File: config.mk
export PLATFORM = sky130hd
export DESIGN_NAME = prng_dice_roller
export DESIGN_NICKNAME = d
export VERILOG_FILES = /design/src/rtl/prng_dice_roller.sv
export SDC_FILE = /design/constraint.sdc
export NUM_CORES = 1
export LEC_CHECK = 0
export CAP_MARGIN = 20
export CORE_MARGIN = 2
export CORE_UTILIZATION = 53
export CTS_CLUSTER_DIAMETER = 100
export DETAILED_ROUTE_END_ITERATION = 16
export PLACE_DENSITY = 0.95
export SLEW_MARGIN = 20
export SYNTH_ARGS = -nofsm -noshare
export SYNTH_HDL_FRONTEND = slang
export SYNTH_SLANG_ARGS = --single-unit
File: constraint.sdc
create_clock -name clk -period 3.37 [get_ports clk]
set_input_delay 0.8425 -clock clk [delete_from_list [all_inputs] [get_ports clk]]
set_output_delay 0.8425 -clock clk [all_outputs]
set_load 0.02 [all_outputs]
File: src/rtl/prng_dice_roller.sv
// prng_dice_roller: push-button dice roller driven by an external random byte stream.
// The raw button is synchronized, debounced, then a rejection sampler draws from
// rnd_in[3:0] until it gets a value below the latched die size. After MAX_TRIES
// consecutive rejects it falls back to a result of 1.
// Optional feature: define PRNG_DICE_ROLL_COUNT_EN to enable the 8-bit roll counter;
// without it roll_count is tied to zero.
//
// valid/ready note: there is no ready input. valid is a one-cycle pulse, and result
// and fallback are stable from that cycle until the next pulse.
module prng_dice_roller #(
    parameter int DEBOUNCE_CYCLES = 4,
    parameter int MAX_TRIES       = 8
) (
    input  logic       clk,
    input  logic       rst_n,
    input  logic [7:0] rnd_in,
    input  logic       roll_in,
    input  logic [3:0] sides,
    output logic [3:0] result,
    output logic       valid,
    output logic       busy,
    output logic       fallback,
    output logic [7:0] roll_count
);

    typedef enum logic [1:0] {
        ST_IDLE     = 2'd0,
        ST_DEBOUNCE = 2'd1,
        ST_SAMPLE   = 2'd2,
        ST_HOLD     = 2'd3
    } state_t;

    localparam logic [3:0] DEB_LIMIT = 4'(DEBOUNCE_CYCLES);
    localparam logic [3:0] TRY_LIMIT = 4'(MAX_TRIES);

    state_t     state;
    state_t     state_nxt;
    logic       roll_meta;
    logic       roll_s;
    logic [3:0] deb_cnt;
    logic [3:0] deb_cnt_nxt;
    logic [3:0] try_cnt;
    logic [3:0] try_cnt_nxt;
    logic [3:0] sides_q;
    logic [3:0] sides_q_nxt;
    logic       accept;
    logic [3:0] acc_result;
    logic       acc_fallback;
    logic [3:0] sample_v;

    // Only the low nibble of the random byte is used by the sampler.
    logic unused_rnd;
    assign unused_rnd = ^rnd_in[7:4];
    assign sample_v   = rnd_in[3:0];

    // Two-flop synchronizer for the asynchronous button.
    always_ff @(posedge clk or negedge rst_n) begin
        if (!rst_n) begin
            roll_meta <= 1'b0;
            roll_s    <= 1'b0;
        end else begin
            roll_meta <= roll_in;
            roll_s    <= roll_meta;
        end
    end

    // State, counters and the latched die size.
    always_ff @(posedge clk or negedge rst_n) begin
        if (!rst_n) begin
            state   <= ST_IDLE;
            deb_cnt <= 4'd0;
            try_cnt <= 4'd0;
            sides_q <= 4'd0;
        end else begin
            state   <= state_nxt;
            deb_cnt <= deb_cnt_nxt;
            try_cnt <= try_cnt_nxt;
            sides_q <= sides_q_nxt;
        end
    end

    // Next-state logic: debounce counts synchronized-high cycles including the one
    // seen in IDLE, so DEBOUNCE_CYCLES highs in a row lead into SAMPLE.
    always_comb begin
        state_nxt    = state;
        deb_cnt_nxt  = deb_cnt;
        try_cnt_nxt  = try_cnt;
        sides_q_nxt  = sides_q;
        accept       = 1'b0;
        acc_result   = result;
        acc_fallback = fallback;
        case (state)
            ST_IDLE: begin
                if (roll_s) begin
                    if (DEB_LIMIT <= 4'd1) begin
                        state_nxt   = ST_SAMPLE;
                        deb_cnt_nxt = 4'd0;
                        sides_q_nxt = sides;
                        try_cnt_nxt = 4'd0;
                    end else begin
                        state_nxt   = ST_DEBOUNCE;
                        deb_cnt_nxt = 4'd1;
                    end
                end
            end
            ST_DEBOUNCE: begin
                if (!roll_s) begin
                    state_nxt   = ST_IDLE;
                    deb_cnt_nxt = 4'd0;
                end else if ((deb_cnt + 4'd1) >= DEB_LIMIT) begin
                    state_nxt   = ST_SAMPLE;
                    deb_cnt_nxt = 4'd0;
                    sides_q_nxt = sides;
                    try_cnt_nxt = 4'd0;
                end else begin
                    deb_cnt_nxt = deb_cnt + 4'd1;
                end
            end
            ST_SAMPLE: begin
                if (sides_q < 4'd2) begin
                    accept       = 1'b1;
                    acc_result   = 4'd1;
                    acc_fallback = 1'b0;
                end else if (sample_v < sides_q) begin
                    accept       = 1'b1;
                    acc_result   = sample_v + 4'd1;
                    acc_fallback = 1'b0;
                end else if ((try_cnt + 4'd1) >= TRY_LIMIT) begin
                    accept       = 1'b1;
                    acc_result   = 4'd1;
                    acc_fallback = 1'b1;
                end else begin
                    try_cnt_nxt = try_cnt + 4'd1;
                end
                if (accept) begin
                    state_nxt   = ST_HOLD;
                    try_cnt_nxt = 4'd0;
                end
            end
            ST_HOLD: begin
                if (!roll_s) begin
                    state_nxt = ST_IDLE;
                end
            end
            default: begin
                state_nxt = ST_IDLE;
            end
        endcase
    end

    // Output registers: result/fallback only change on an accepted sample.
    always_ff @(posedge clk or negedge rst_n) begin
        if (!rst_n) begin
            result   <= 4'd0;
            fallback <= 1'b0;
            valid    <= 1'b0;
        end else begin
            valid <= accept;
            if (accept) begin
                result   <= acc_result;
                fallback <= acc_fallback;
            end
        end
    end

    assign busy = (state == ST_DEBOUNCE) || (state == ST_SAMPLE);

`ifdef PRNG_DICE_ROLL_COUNT_EN
    logic [7:0] count_q;

    // Completed-roll counter, advanced together with the valid pulse; wraps naturally.
    always_ff @(posedge clk or negedge rst_n) begin
        if (!rst_n) begin
            count_q <= 8'd0;
        end else if (accept) begin
            count_q <= count_q + 8'd1;
        end
    end

    assign roll_count = count_q;
`else
    assign roll_count = 8'd0;
`endif

endmodule

* Word level (Yosys, flattened, before mapping) *
Index checks and enable logic that the tools add are counted.
W data, S select, Z words.

cells by class
  add/sub/neg operators = 3
  magnitude comparators = 4
  eq/ne operators = 12
  muxes and demuxes = 28
  reduce and logical (&&, ||, !) cells = 10

operators by type and width
  cell                   count
  $mux W4                12
  $pmux W4 S2            2
  $add A4 B1 Y4 const B  3
  $ne A3 B3 Y1 const B   4
  $mux W2                5
  $ne A2 B2 Y1 const B   5
  $mux W1                8
  $pmux W2 S4            1
  $reduce_and A3 Y1      2
  $reduce_and A6 Y1      1
  $eq A2 B2 Y1 const B   2
  $ge A4 B3 Y1 const B   1
  $ge A4 B4 Y1 const B   1
  $lt A4 B2 Y1 const B   1
  $lt A4 B4 Y1           1
  $reduce_and A4 Y1      1
  $reduce_bool A2 Y1     2
  $reduce_bool A3 Y1     1
  $eq A2 B1 Y1 const B   1
  $logic_not A2 Y1       1
  $reduce_and A2 Y1      1
  $logic_or A1 B1 Y1     1

storage, ports and cells
  register bits after elaboration = 22
  input bits = 15
  output and inout bits = 15
  logic and storage cells = 66

* Logic depth before layout (Yosys ltp) *
  word-level depth = 8
  mapped depth = 8
  depth with buffers taken out = 7

* Worst setup path before layout *
No wires, ideal clock.

  path type = input -> register
  start point = in rnd_in[3]
  end point = reg try_cnt[2]
  library setup time = 0.099 ns
  arrival time = 2.343 ns
  data required time = 3.271 ns
  slack = 0.928 ns
  stages on the path = 6
  buffers on the path = 0
  path through = ha_1 o21a_1 nor2_1 or4_4 or3_4 o311ai_4

between the ends
  cells in the longest elaborated chain, start to end = 6
  elaborated cells between the ends (all ways) = 10
  those cells by class = order compare: 1; eq/ne: 3; mux: 5; reduce/logical: 1

ends and longest elaborated chain
  item                                                                      RTL line  text
  start, declared                                                           16        input logic [7:0] rnd_in,
  $lt A4 B4 Y1 (*)                                                          124       end else if (sample_v < sides_q) begin
  $mux W1                                                                   124
  $mux W1                                                                   120       if (sides_q < 4'd2) begin
  $mux W1                                                                   92        case (state)
  $ne A3 B3 Y1 (no source line) / $mux W4 (equally long branches)           n/a
  $reduce_and A6 Y1 (no source line) / $pmux W4 S2 (equally long branches)  n/a
  end signal, assigned                                                      77        try_cnt <= try_cnt_nxt;
  end, declared                                                             42        logic [3:0] try_cnt;

Every way passes the cells marked *; elsewhere a longest branch is shown, timed or not. The select of a mux whose other input is x is not followed.
A chain may end at the register's enable or synchronous reset.

* Worst setup path in the final report *
  start point = in rnd_in[2]
  end point = reg try_cnt[2]

Same word-level chain as after synthesis.

==> impl_metrics.yaml <==
outcome:
  outcome: "finished, final reports clean"
global_routing:
  grt_use_total: 0.189
  grt_pass1_vias: 916
  antenna_found_initial: 0
  gr-total-overflow: 0
  grt_max_degree: 23
  grt_pass1_wl_microns: 3880
logic_synthesis:
  synth_cell_types: 40
  synthFlopType: "dfrtp_1"
  synth_edf_count: 0
  async_flop_share: 1.00
  netlist_instances: 132
  synth.avg_cell_area_sq_um: 9.68
  synthesis.area_sq_mm: 0.00128
  synth-seq-cells: 22
  ys_seq_area_frac: 0.431
  ys_warn_count: 0
clock_network:
  cts_setup_buffers: 0
  post_cts_resized: 0
  cts.sinks: 22
  htreeDepth: 1
  clk_latency_ns: 0.30
  clkTransAtPathRegs_ns: 0.11
  cts_buffers: 3
  cts-root-buf: "clkbuf_4"
  clk_path_buf_depth: 2
  cts_tree: "done"
  cts_hold_buf: 0
die:
  start_util: 0.567
  die_y_microns: 53.1
  die-area_sq_mm: 0.00282
  coreArea_sq_mm: 0.00225
  die_x_microns: 53.1
  top_level_ports: 30
  row_count: 17
layout:
  postLayoutCellArea_sq_mm: 0.00147
  areaGrowthSynthToFinish_pct: 14.8
  mostFrequentLayoutCells: "dfrtp_1, nand2_1, clkdlybuf4s50_1, inv_1, ha_1"
  fin_util: 0.650
  layout_commonest_cell: "dfrtp_1"
  diodes: 0
  drive_above_1_share: 0.0667
  nets: 177
  n_fill_cell: 190
sta:
  slew_headroom: 0.481
  tns_ns: 0
  drv_slew: 0
  skew_ns: 0.00222
  rsz0062_at_grt: "false"
  setup_viol: 0
  finalHoldViolCount: 0
  timing.fmax_mhz: 370
  hold_slack_ns: 0.361
  worst_pin_slew_ns: 0.772
  fin_crit_ns: 2.71
  fin_crit_sh: 0.803
placed_design:
  place_hpwl_microns: 1850
  place_congestion: 0.750
  port_buffers: 17
  dpl-instance-area_sq_mm: 0.00145
drt:
  vias: 971
  drtPass1Iterations: 4
  ant_nets: 0
  avgRoutedWirePerCell_microns: 13.1
  totalWireLength_microns: 2340
  vias_per_cell: 5.46
  drcViolationCount: 0
  drtIter0Drc: 27
power:
  powerDensity_mw_per_mm2: 687
  peakVddDrop_mv: 0.339
  leakage_nw: 0.705
min_path:
  hold_class: "flip-flop to flip-flop"
  hp-start: "roll_meta"
critical_path:
  worstPathRequired_ns: 3.59
  r2r_start: "sides_q[1]"
  critical_path_class: "primary input to flip-flop"
  crit_start: "rnd_in[2]"
  crit_fanout: 5
  cp.arrival_ns: 2.92
  cp-start-kind: "primary input"
  endpoint_kind: "flip-flop"
job:
  max_cap_violations: 0
## area by class of cell
| type | instances | area, sq um | share of cell area |
|---|---|---|---|
| sequential | 22 | 551 | 0.375 |
| tap | 28 | 35.0 | 0.0239 |
| multi-input combinational | 92 | 629 | 0.429 |
| inverter | 15 | 56.3 | 0.0384 |
| timing repair buffer | 18 | 173 | 0.118 |
| clock buffer | 3 | 22.5 | 0.0154 |
## critical path, stage by stage
cell             delay, ns
clkdlybuf4s50_1       0.46
ha_1                  0.31
o21a_1                0.10
nor2_1                0.06
or4_4                 0.52
or3_4                 0.41
o311ai_4              0.21
## cells by family (layout without fill, tap and decap cells)
kind of cell,count (synthesis),count (layout),share of synthesized area
simple gates,41,41,0.164
compound gates,29,29,0.178
buf+inv,25,36,0.0970
flops,22,22,0.431
fa+ha+maj,10,10,0.0979
xor+xnor,3,3,0.0206
other cells,1,8,0.00294
mux,1,1,0.00881
## synthesized netlist by cell type (all sizes together), types with 3 or more instances
master   n  area share
dfrtp   22        0.43
nand2   18       0.053
inv     15       0.044
ha      10       0.098
o21ai    9       0.035
buf      8       0.047
nor2     4       0.012
o31ai    4       0.024
and2     3       0.015
nand3    3       0.012
nor3     3       0.012
or3      3       0.019
## flip-flops by register name, summed over array words and instances (netlist names), named ones only
name / flops
deb_cnt: 4
fallback: 1
result: 4
roll_meta: 1
roll_s: 1
sides_q: 4
state: 1
try_cnt: 4
valid: 1
## path summary, 6_finish.rpt
check,to,slack [ns],depth (start not counted)
max,try_cnt[2],0.66,7
min,roll_s,0.36,0
max reg2reg,try_cnt[2],1.28,6
min reg2reg,roll_s,0.36,0
max in group asynchronous,state[0],2.56,1
min in group asynchronous,roll_meta,0.48,1
## routing by layer
metal	routed length [microns]	vias up	GRT usage	share of wire
li1	-	477	-	-
met1	955	451	0.221	0.41
met2	1230	38	0.350	0.53
met3	106	5	0.0169	0.045
met4	39	0	0.0769	0.017
met5	0	-	0	0
## report_power, final
group	leakage, nW	switching [W]	internal (W)	total, W
sequential	0.285	0.0000520	0.000334	0.000386
combinational	0.406	0.000289	0.000217	0.000506
clock	0.0138	0.0000743	0.0000418	0.000116
## through the flow
stage,std cells,setup WS (ns),total power [W]
after floorplan,139,0.928,0.000739
after global placement,175,0.377,0.000866
after detailed placement,175,0.352,0.000895
after CTS,178,0.666,0.00101
after global routing,178,0.601,0.00109
final,178,0.664,0.00101
Power figures use the tool's default switching activity.
